## src/rtl/pipe_ctrl.sv

```systemverilog
// Pipeline hazard controller: priority stall vector, exception flush/redirect,
// stall and flush statistics, and a sticky stall watchdog.
module pipe_ctrl #(
  parameter int unsigned WDOG_LIMIT = 255,
  parameter logic [31:0] EXC_VEC    = 32'h0000_0040,
  parameter logic [31:0] INT_VEC    = 32'h0000_0020
) (
  input  logic        clk,
  input  logic        rst,
  input  logic        stallreq_if,
  input  logic        stallreq_id,
  input  logic        stallreq_ex,
  input  logic        stallreq_mem,
  input  logic [31:0] excepttype_i,
  input  logic [31:0] cp0_epc_i,
  output logic [5:0]  stall,
  output logic        flush,
  output logic [31:0] new_pc,
  output logic [31:0] stall_cycles,
  output logic [15:0] flush_count,
  output logic        wdog_trip
);

  // Watchdog width: at least 8 bits and enough to hold WDOG_LIMIT+1.
  localparam int             WD_RAW   = $clog2(WDOG_LIMIT + 2);
  localparam int             WD_W     = (WD_RAW < 8) ? 8 : WD_RAW;
  localparam logic [WD_W-1:0] WD_LIMIT = WD_W'(WDOG_LIMIT);
  localparam logic [WD_W-1:0] WD_MAX   = '1;

  typedef enum logic {
    RUN,
    FLUSHED
  } state_t;

  state_t          state_q, state_d;
  logic [31:0]     stall_cycles_q, stall_cycles_d;
  logic [15:0]     flush_count_q, flush_count_d;
  logic [WD_W-1:0] wd_cnt_q, wd_cnt_d;
  logic            wdog_trip_q, wdog_trip_d;

  logic [5:0]      stall_req;
  logic            accept;
  logic            stalling;

  always_comb begin
    stall_req = 6'b000000;
    if (stallreq_mem)     stall_req = 6'b011111;
    else if (stallreq_ex) stall_req = 6'b001111;
    else if (stallreq_id) stall_req = 6'b000111;
    else if (stallreq_if) stall_req = 6'b000011;
  end

  always_comb begin
    accept   = !rst && (state_q == RUN) && (excepttype_i != 32'h0);
    flush    = accept;
    // An accepted exception (or reset) overrides every stall request.
    stall    = (rst || accept) ? 6'b000000 : stall_req;
    stalling = (stall != 6'b000000);

    new_pc = 32'h0;
    if (accept) begin
      case (excepttype_i)
        32'h0000_0001: new_pc = INT_VEC;
        32'h0000_000E: new_pc = cp0_epc_i;
        32'h0000_0008, 32'h0000_0009, 32'h0000_000A,
        32'h0000_000C, 32'h0000_000D: new_pc = EXC_VEC;
        default:       new_pc = EXC_VEC;
      endcase
    end
  end

  always_comb begin
    state_d = state_q;
    case (state_q)
      RUN:     if (accept) state_d = FLUSHED;
      FLUSHED: state_d = RUN;
      default: state_d = RUN;
    endcase
  end

  always_comb begin
    stall_cycles_d = stall_cycles_q;
    if (stalling) stall_cycles_d = stall_cycles_q + 32'd1;

    flush_count_d = flush_count_q;
    if (flush && (flush_count_q != 16'hFFFF)) flush_count_d = flush_count_q + 16'd1;

    wd_cnt_d = wd_cnt_q;
    if (!stalling || flush)    wd_cnt_d = '0;
    else if (wd_cnt_q != WD_MAX) wd_cnt_d = wd_cnt_q + 1'b1;

    wdog_trip_d = wdog_trip_q || (stalling && (wd_cnt_d >= WD_LIMIT));
  end

  always_ff @(posedge clk) begin
    if (rst) begin
      state_q        <= RUN;
      stall_cycles_q <= 32'h0;
      flush_count_q  <= 16'h0;
      wd_cnt_q       <= '0;
      wdog_trip_q    <= 1'b0;
    end else begin
      state_q        <= state_d;
      stall_cycles_q <= stall_cycles_d;
      flush_count_q  <= flush_count_d;
      wd_cnt_q       <= wd_cnt_d;
      wdog_trip_q    <= wdog_trip_d;
    end
  end

  assign stall_cycles = stall_cycles_q;
  assign flush_count  = flush_count_q;
  assign wdog_trip    = wdog_trip_q;

endmodule
```

## config.mk

```make
export PLATFORM = sky130hd
export DESIGN_NAME = pipe_ctrl
export DESIGN_NICKNAME = d
export VERILOG_FILES = /design/src/rtl/pipe_ctrl.sv
export SDC_FILE = /design/constraint.sdc
export NUM_CORES = 1
export LEC_CHECK = 0
export CELL_PAD_IN_SITES_DETAIL_PLACEMENT = 0
export CELL_PAD_IN_SITES_GLOBAL_PLACEMENT = 1
export CORE_MARGIN = 1
export CORE_UTILIZATION = 45
export DETAILED_ROUTE_END_ITERATION = 6
export DONT_BUFFER_PORTS = 1
export HOLD_SLACK_MARGIN = 0.05
export PLACE_DENSITY_LB_ADDON = 0.1
export SLEW_MARGIN = 20
export SYNTH_ARGS = -nofsm -noshare
export SYNTH_HDL_FRONTEND = slang
export SYNTH_SLANG_ARGS = --single-unit
export TNS_END_PERCENT = 5
```

## constraint.sdc

```tcl
create_clock -name clk -period 2.3 [get_ports clk]
set_input_delay 0.46 -clock clk [delete_from_list [all_inputs] [get_ports clk]]
set_output_delay 0.46 -clock clk [all_outputs]
set_load 0.005 [all_outputs]
```

---- Word level (Yosys, flattened, before mapping) ----
Cells that the tools add are included.
storage, ports and cells
  register bits ........................... 59
  bits of input ports ..................... 70
  output and inout bits ................... 88
  word-level logic and storage cells ...... 36
cells by class
  add/sub/neg operators ................... 3
  magnitude comparators ................... 1
  equality and inequality tests ........... 4
  mux-type cells .......................... 11
  bitwise gates (word level) .............. 1
  reductions and logical operators ........ 11
operators by type and width
  cell                                                  count
  one-hot mux 32 bit (2 select lines)                   1
  adder 32 x 1 -> 32 bit, second input constant         1
  equality test 32 x 1 -> 1 bit, second input constant  1
  equality test 32 x 4 -> 1 bit, second input constant  1
  2-to-1 mux 32 bit                                     1
  nonzero test 32 bit                                   1
  2-to-1 mux 9 bit                                      2
  adder 16 x 1 -> 16 bit, second input constant         1
  inequality test 16 bit, second input constant         1
  adder 9 x 1 -> 9 bit, second input constant           1
  >= comparator 9 x 8 -> 1 bit, second input constant   1
  inequality test 9 bit, second input constant          1
  2-to-1 mux 6 bit                                      1
  nonzero test 6 bit                                    1
  2-to-1 mux 5 bit                                      1
  logical AND 1 bit                                     4
  2-to-1 mux 4 bit                                      1
  logical OR 1 bit                                      3
  2-to-1 mux 3 bit                                      1
  zero test 1 bit                                       2
  2-to-1 mux 2 bit                                      1
  one-hot mux 1 bit (2 select lines)                    1
  2-to-1 mux 1 bit                                      1
  inverter 1 bit                                        1

---- Longest topological paths before layout ----
  depth in word-level cells ............... 12
  gate-level depth with buffers ........... 8

---- Worst setup path after synthesis ----
No wires, ideal clock.
  path type ............................... input to output
  start ................................... in excepttype_i[26]
  end ..................................... out stall[1]
  arrival ................................. 1.752 ns
  required time ........................... 1.840 ns
  path slack .............................. 0.088 ns
  stages .................................. 7
  buffers on the path ..................... 2
  path through ............................ nor4_1 nand4_1 o21ba_2 nand2b_1 clkbuf_1 inv_1 buf_4
on the way
  longest elaborated chain between the ends .. 4
ends and longest elaborated chain
  element              line  source
  start, declared      14    input logic [31:0] excepttype_i,
  nonzero test 32 bit  54    accept = !rst && (state_q == RUN) && (excepttype_i != 32'h0);
  logical AND 1 bit    54
  logical OR 1 bit     57    stall = (rst || accept) ? 6'b000000 : stall_req;
  2-to-1 mux 6 bit     57
  end, declared        16    output logic [5:0] stall,
No other way between the ends.

---- Worst setup path after layout ----
  start ................................... in excepttype_i[18]
  end ..................................... out new_pc[28]
on the way
  longest elaborated chain between the ends .. 3
ends and longest elaborated chain
  element                                                                   line    source
  equality test 32 x 4 -> 1 bit (tied with other cells)                     62      case (excepttype_i)
  one-hot mux 32 bit (2 select lines) or logical AND 1 bit (tied branches)  62, 54
  2-to-1 mux 32 bit (*)                                                     61      if (accept) begin
  end, declared                                                             18      output logic [31:0] new_pc,
Every way passes the cells marked *; elsewhere a longest branch is shown, timed or not.

==> results.md <==
| Group | Parameter | Value |
| --- | --- | --- |
| critical path | Depth of the most critical reg-to-reg path | 6 |
| timing | Unrepaired setup endpoints after global routing | false |
| synthesis | Yosys synthesis warning count | 0 |
| detailed routing | Antenna viol nets, final | 0 |
| placed design | Detailed-placement wirelength estimate | 6580 µm |
| detailed routing | WL/cell | 17.5 µm |
| timing | Timing-limited maximum frequency | 468 MHz |
| detailed routing | Post-detailed-routing wire length | 9320 µm |
| critical path | Type of element capturing the critical path | output pin |
| synthesis | Synthesized flop and latch total | 59 |
| placed design | Total of buffers placed on input and output ports | 0 |
| clocking | Buffer cell driving the clock tree root | sky130_fd_sc_hd__clkbuf_8 |
| clocking | Clock-pin slew of the registers on the worst-case setup and hold paths | 0.07 ns |
| timing | Slew @ Worst Pin | 0.512 ns |
| status | Status | completed |
| synthesis | Count of cell types in the netlist | 53 |
| timing | Final hold violation count | 0 |
| grt | Routing layer with the top usage in global route | met1 |
| run | Count of maximum capacitance violations | 0 |
| critical path | Worst flop-to-flop path endpoint | wdog_trip |
| min path | Capture endpoint of the worst hold path | stall_cycles[0] |
| timing | Clock skew after layout | 0.0104 ns |
| synthesis | Largest family of logic cells by synthesized area | simple AND/OR/NAND/NOR gates |
| critical path | Required @ worst endpoint | 1.84 ns |
| placed design | Routability cong. | 0.770 |
| synthesis | Fraction of post-synthesis cell area in the top cell type by area | 0.335 |
| grt | Met2 usage | 0.324 |
| clocking | Number of buffers inserted to repair setup after CTS | 0 |
| pwr | Leakage component of the power | 0.00119 µW |
| final layout | Commonest cells after routing, fill and taps aside | 59 x sky130_fd_sc_hd__dfxtp_1, 38 x sky130_fd_sc_hd__a21oi_1, 34 x sky130_fd_sc_hd__o31ai_1, 32 x sky130_fd_sc_hd__and2_1 |
| grt | Grt ovf | 0 |
| timing | Total negative slack for setup checks | 0 ns |
| die | Core Footprint | 0.00741 mm² |
| synthesis | Cells after Synth | 442 |
| final layout | Most common cell after layout, fill and taps aside | sky130_fd_sc_hd__dfxtp_1 |
| die | Floorplan die height | 90.5 µm |
| synthesis | Post-Synth Adder-Cell Area | 0.0107 |
| synthesis | Complex-gate fraction of the synthesized area | 0.206 |
| clocking | Clock buffers created by TritonCTS | 9 |
| synthesis | Sequential-to-total area share from yosys stat | 0.335 |
| critical path | Peak fanout along the critical path | 30 |
| detailed routing | Post-DR vias/cell | 6.28 |
| die | Number of core rows | 31 |
| synthesis | Multiplexer share of the synthesized area | 0.0181 |
| grt | Global-route met3 utilization | 0.0715 |
| grt | GR met1 Demand/Resource | 0.330 |
| final layout | Diode count | 0 |
| critical path | CP arrival | 1.68 ns |
| timing | Count of final max-slew check failures | 0 |
| detailed routing | Iteration count of the initial detailed-routing pass | 4 |
| final layout | Count of nets after finishing | 503 |
| clocking | TritonCTS clock tree | done |
| synthesis | Net count of the mapped netlist | 515 |
| synthesis | Post-synthesis average cell area | 7.97 µm² |
| die | Starting density of the core | 0.475 |
| grt | Initial antenna violation count | 0 |
| final layout | Final design utilization | 0.514 |
| detailed routing | Iter 0 DRT Violations | 122 |
| synthesis | Post-synthesis instance area | 0.00352 mm² |
| grt | Maximum number of pins on one net before global-route repair | 58 |
| final layout | Share of cells above drive strength 1 | 0.0945 |
| clocking | Num Clock Sinks | 59 |
| synthesis | Number of enable flip-flop cells after synthesis | 0 |
| synthesis | Ys flop type | sky130_fd_sc_hd__dfxtp_1 |
| grt | GR Util All Layers | 0.225 |
| detailed routing | Drc violations | 0 |
| clocking | Clock latency on the worst-skew pair | 0.33 ns |
| min path | Number of instances on the worst hold path | 1 |
| synthesis | Xor and xnor area share after synthesis | 0.00746 |
| timing | Total of endpoints with negative setup slack in the final report | 0 |
| timing | Final cycle utilization of the critical path | 0.929 |
| grt | Via count of the first global-routing pass | 2903 |
| critical path | Reg-to-reg critical path startpoint | wd_cnt_q[1] |
| min path | Worst min-delay path category | in -> reg |
| clocking | Number of H-tree branching levels | 3 |
| min path | Hold Crit Start | rst |
| die | Die area | 0.00818 mm² |
| critical path | Type of the worst setup path | in -> out |
| timing | Worst relative slew slack | 0.659 |
| timing | Fin crit period | 2.14 ns |
| clocking | Maximum number of buffers from clock root to sink | 2 |
| critical path | Slack of the worst reg-to-reg path | 0.31 ns |
| final layout | Growth of design area from synthesis to finish | 8.10% |
| critical path | Critical Path Start Type | input pin |
| pwr | Worst-case vdd ir drop | 0.339 mV |
| detailed routing | Vias | 3349 |
| die | Width of the chip | 90.5 µm |
| die | Boundary Pins | 158 |
| grt | Global-route wire length before repair | 15000 µm |
| synthesis | Simple-Gate Fraction of Synth Area | 0.355 |
| synthesis | Post-synthesis cell type with the largest combined area | sky130_fd_sc_hd__dfxtp_1 |
| synthesis | Top area cells in the synthesized netlist | sky130_fd_sc_hd__dfxtp_1 34%, sky130_fd_sc_hd__o31ai_1 7.2%, sky130_fd_sc_hd__or4_1 6.6%, sky130_fd_sc_hd__and2_1 5.7%, sky130_fd_sc_hd__a21oi_1 5.4% |
| synthesis | Async set-reset flop share out of synthesis | 0 |
| pwr | Pwr/cell area | 542 mW/mm² |
-- stage by stage --
stage	worst slack, ns	instances	cell area (µm²)	total power (µW)	hold WS, ns
2_1_floorplan	0.0879	442	3520	1150	0.466
3_3_place_gp	0.162	518	3620	1170	0.474
3_5_place_dp	0.102	518	3620	1170	0.485
4_1_cts	0.135	533	3800	2090	0.168
5_1_grt	0.0111	533	3810	2160	0.160
6_report	0.163	533	3810	2060	0.188
-- layer usage --
layer	vias up	share of wire	wire length (µm)
met1	1586	0.48	4480
met4	0	0.0050	47
met5	-	0	0
met3	4	0.060	559
li1	1664	-	-
met2	95	0.45	4230
-- Yosys cell counts (2+ instances only) --
cell type and instances:
sky130_fd_sc_hd__mux2i_1 3, sky130_fd_sc_hd__o41ai_1 3, sky130_fd_sc_hd__and2_1 32, sky130_fd_sc_hd__ha_1 3, sky130_fd_sc_hd__clkbuf_1 21, sky130_fd_sc_hd__nand2_1 20, sky130_fd_sc_hd__mux2_2 3, sky130_fd_sc_hd__nor2_1 24
sky130_fd_sc_hd__or3_1 3, sky130_fd_sc_hd__and3_1 10, sky130_fd_sc_hd__and4b_1 2, sky130_fd_sc_hd__a22oi_1 2, sky130_fd_sc_hd__clkbuf_2 2, sky130_fd_sc_hd__nor4_1 7, sky130_fd_sc_hd__xor2_1 3, sky130_fd_sc_hd__and4_1 5
sky130_fd_sc_hd__dfxtp_1 59, sky130_fd_sc_hd__o21ai_0 7, sky130_fd_sc_hd__nand3_1 31, sky130_fd_sc_hd__inv_1 16, sky130_fd_sc_hd__o311ai_0 10, sky130_fd_sc_hd__o31ai_1 34, sky130_fd_sc_hd__nand3b_1 2, sky130_fd_sc_hd__nor4b_1 2
sky130_fd_sc_hd__or4_1 31, sky130_fd_sc_hd__a21oi_1 38, sky130_fd_sc_hd__nor4_2 5, sky130_fd_sc_hd__nand4_1 15, sky130_fd_sc_hd__buf_4 3, sky130_fd_sc_hd__buf_2 10, sky130_fd_sc_hd__nor2b_1 3, sky130_fd_sc_hd__nor3_1 12
-- worst max-delay path by stage --
stage	endpoint	cells after the start	slack [ns]	start
6_report	new_pc[28]	6	0.16	excepttype_i[18]
5_1_grt	new_pc[8]	6	0.01	excepttype_i[26]
4_1_cts	new_pc[28]	6	0.13	excepttype_i[18]
3_5_place_dp	stall_cycles[17]	6	0.10	excepttype_i[18]
3_3_place_gp	new_pc[17]	6	0.16	excepttype_i[26]
2_1_floorplan	stall[1]	7	0.09	excepttype_i[26]
-- worst max-delay path, stage by stage --
cell and delay [ns]:
sky130_fd_sc_hd__nor4_1 0.26, sky130_fd_sc_hd__nand4_1 0.24, sky130_fd_sc_hd__nor2_1 0.20, sky130_fd_sc_hd__and3_4 0.21
sky130_fd_sc_hd__buf_12 0.14, sky130_fd_sc_hd__and2_1 0.16
-- timing repair --
action                                  CTS  global route
resized for setup                         0             1
endpoints found under the setup margin    0            26
hold buffers                              0             0
-- state kept, by name, indices dropped and copies added, names as in the netlist --
signal	count
stall_cycles	32
flush_count	16
wd_cnt_q	9
state_q	1
wdog_trip	1
-- where the power goes --
| group | switching, µW | internal [µW] | total (µW) | leakage [µW] |
|---|---|---|---|---|
| Sequential | 8.83 | 1030 | 1040 | 0.000476 |
| Clock | 422 | 491 | 913 | 0.0000881 |
| Combinational | 76.7 | 37.3 | 114 | 0.000628 |
| Total | 507 | 1560 | 2060 | 0.00119 |
-- area by class of cell --
cell class	count	area, µm²
clock inverter	5	55.1
sequential	59	1180
fill	723	3600
tap	99	124
timing repair buffer	14	143
multi-input combinational	330	2120
clock buffer	10	128
inverter	16	60.1
-- logic make-up (layout without fill, tap and decap cells) --
family	Yosys count	count (layout)
XOR/XNOR	3	3
flip-flops	59	59
buffers and inverters	53	45
adder cells (fa/ha/maj)	3	3
other	1	1
multiplexers	6	6
AO/OA/AOI/OAI	108	108
AND/OR/NAND/NOR	209	209
Power figures use the tool's default switching activity.
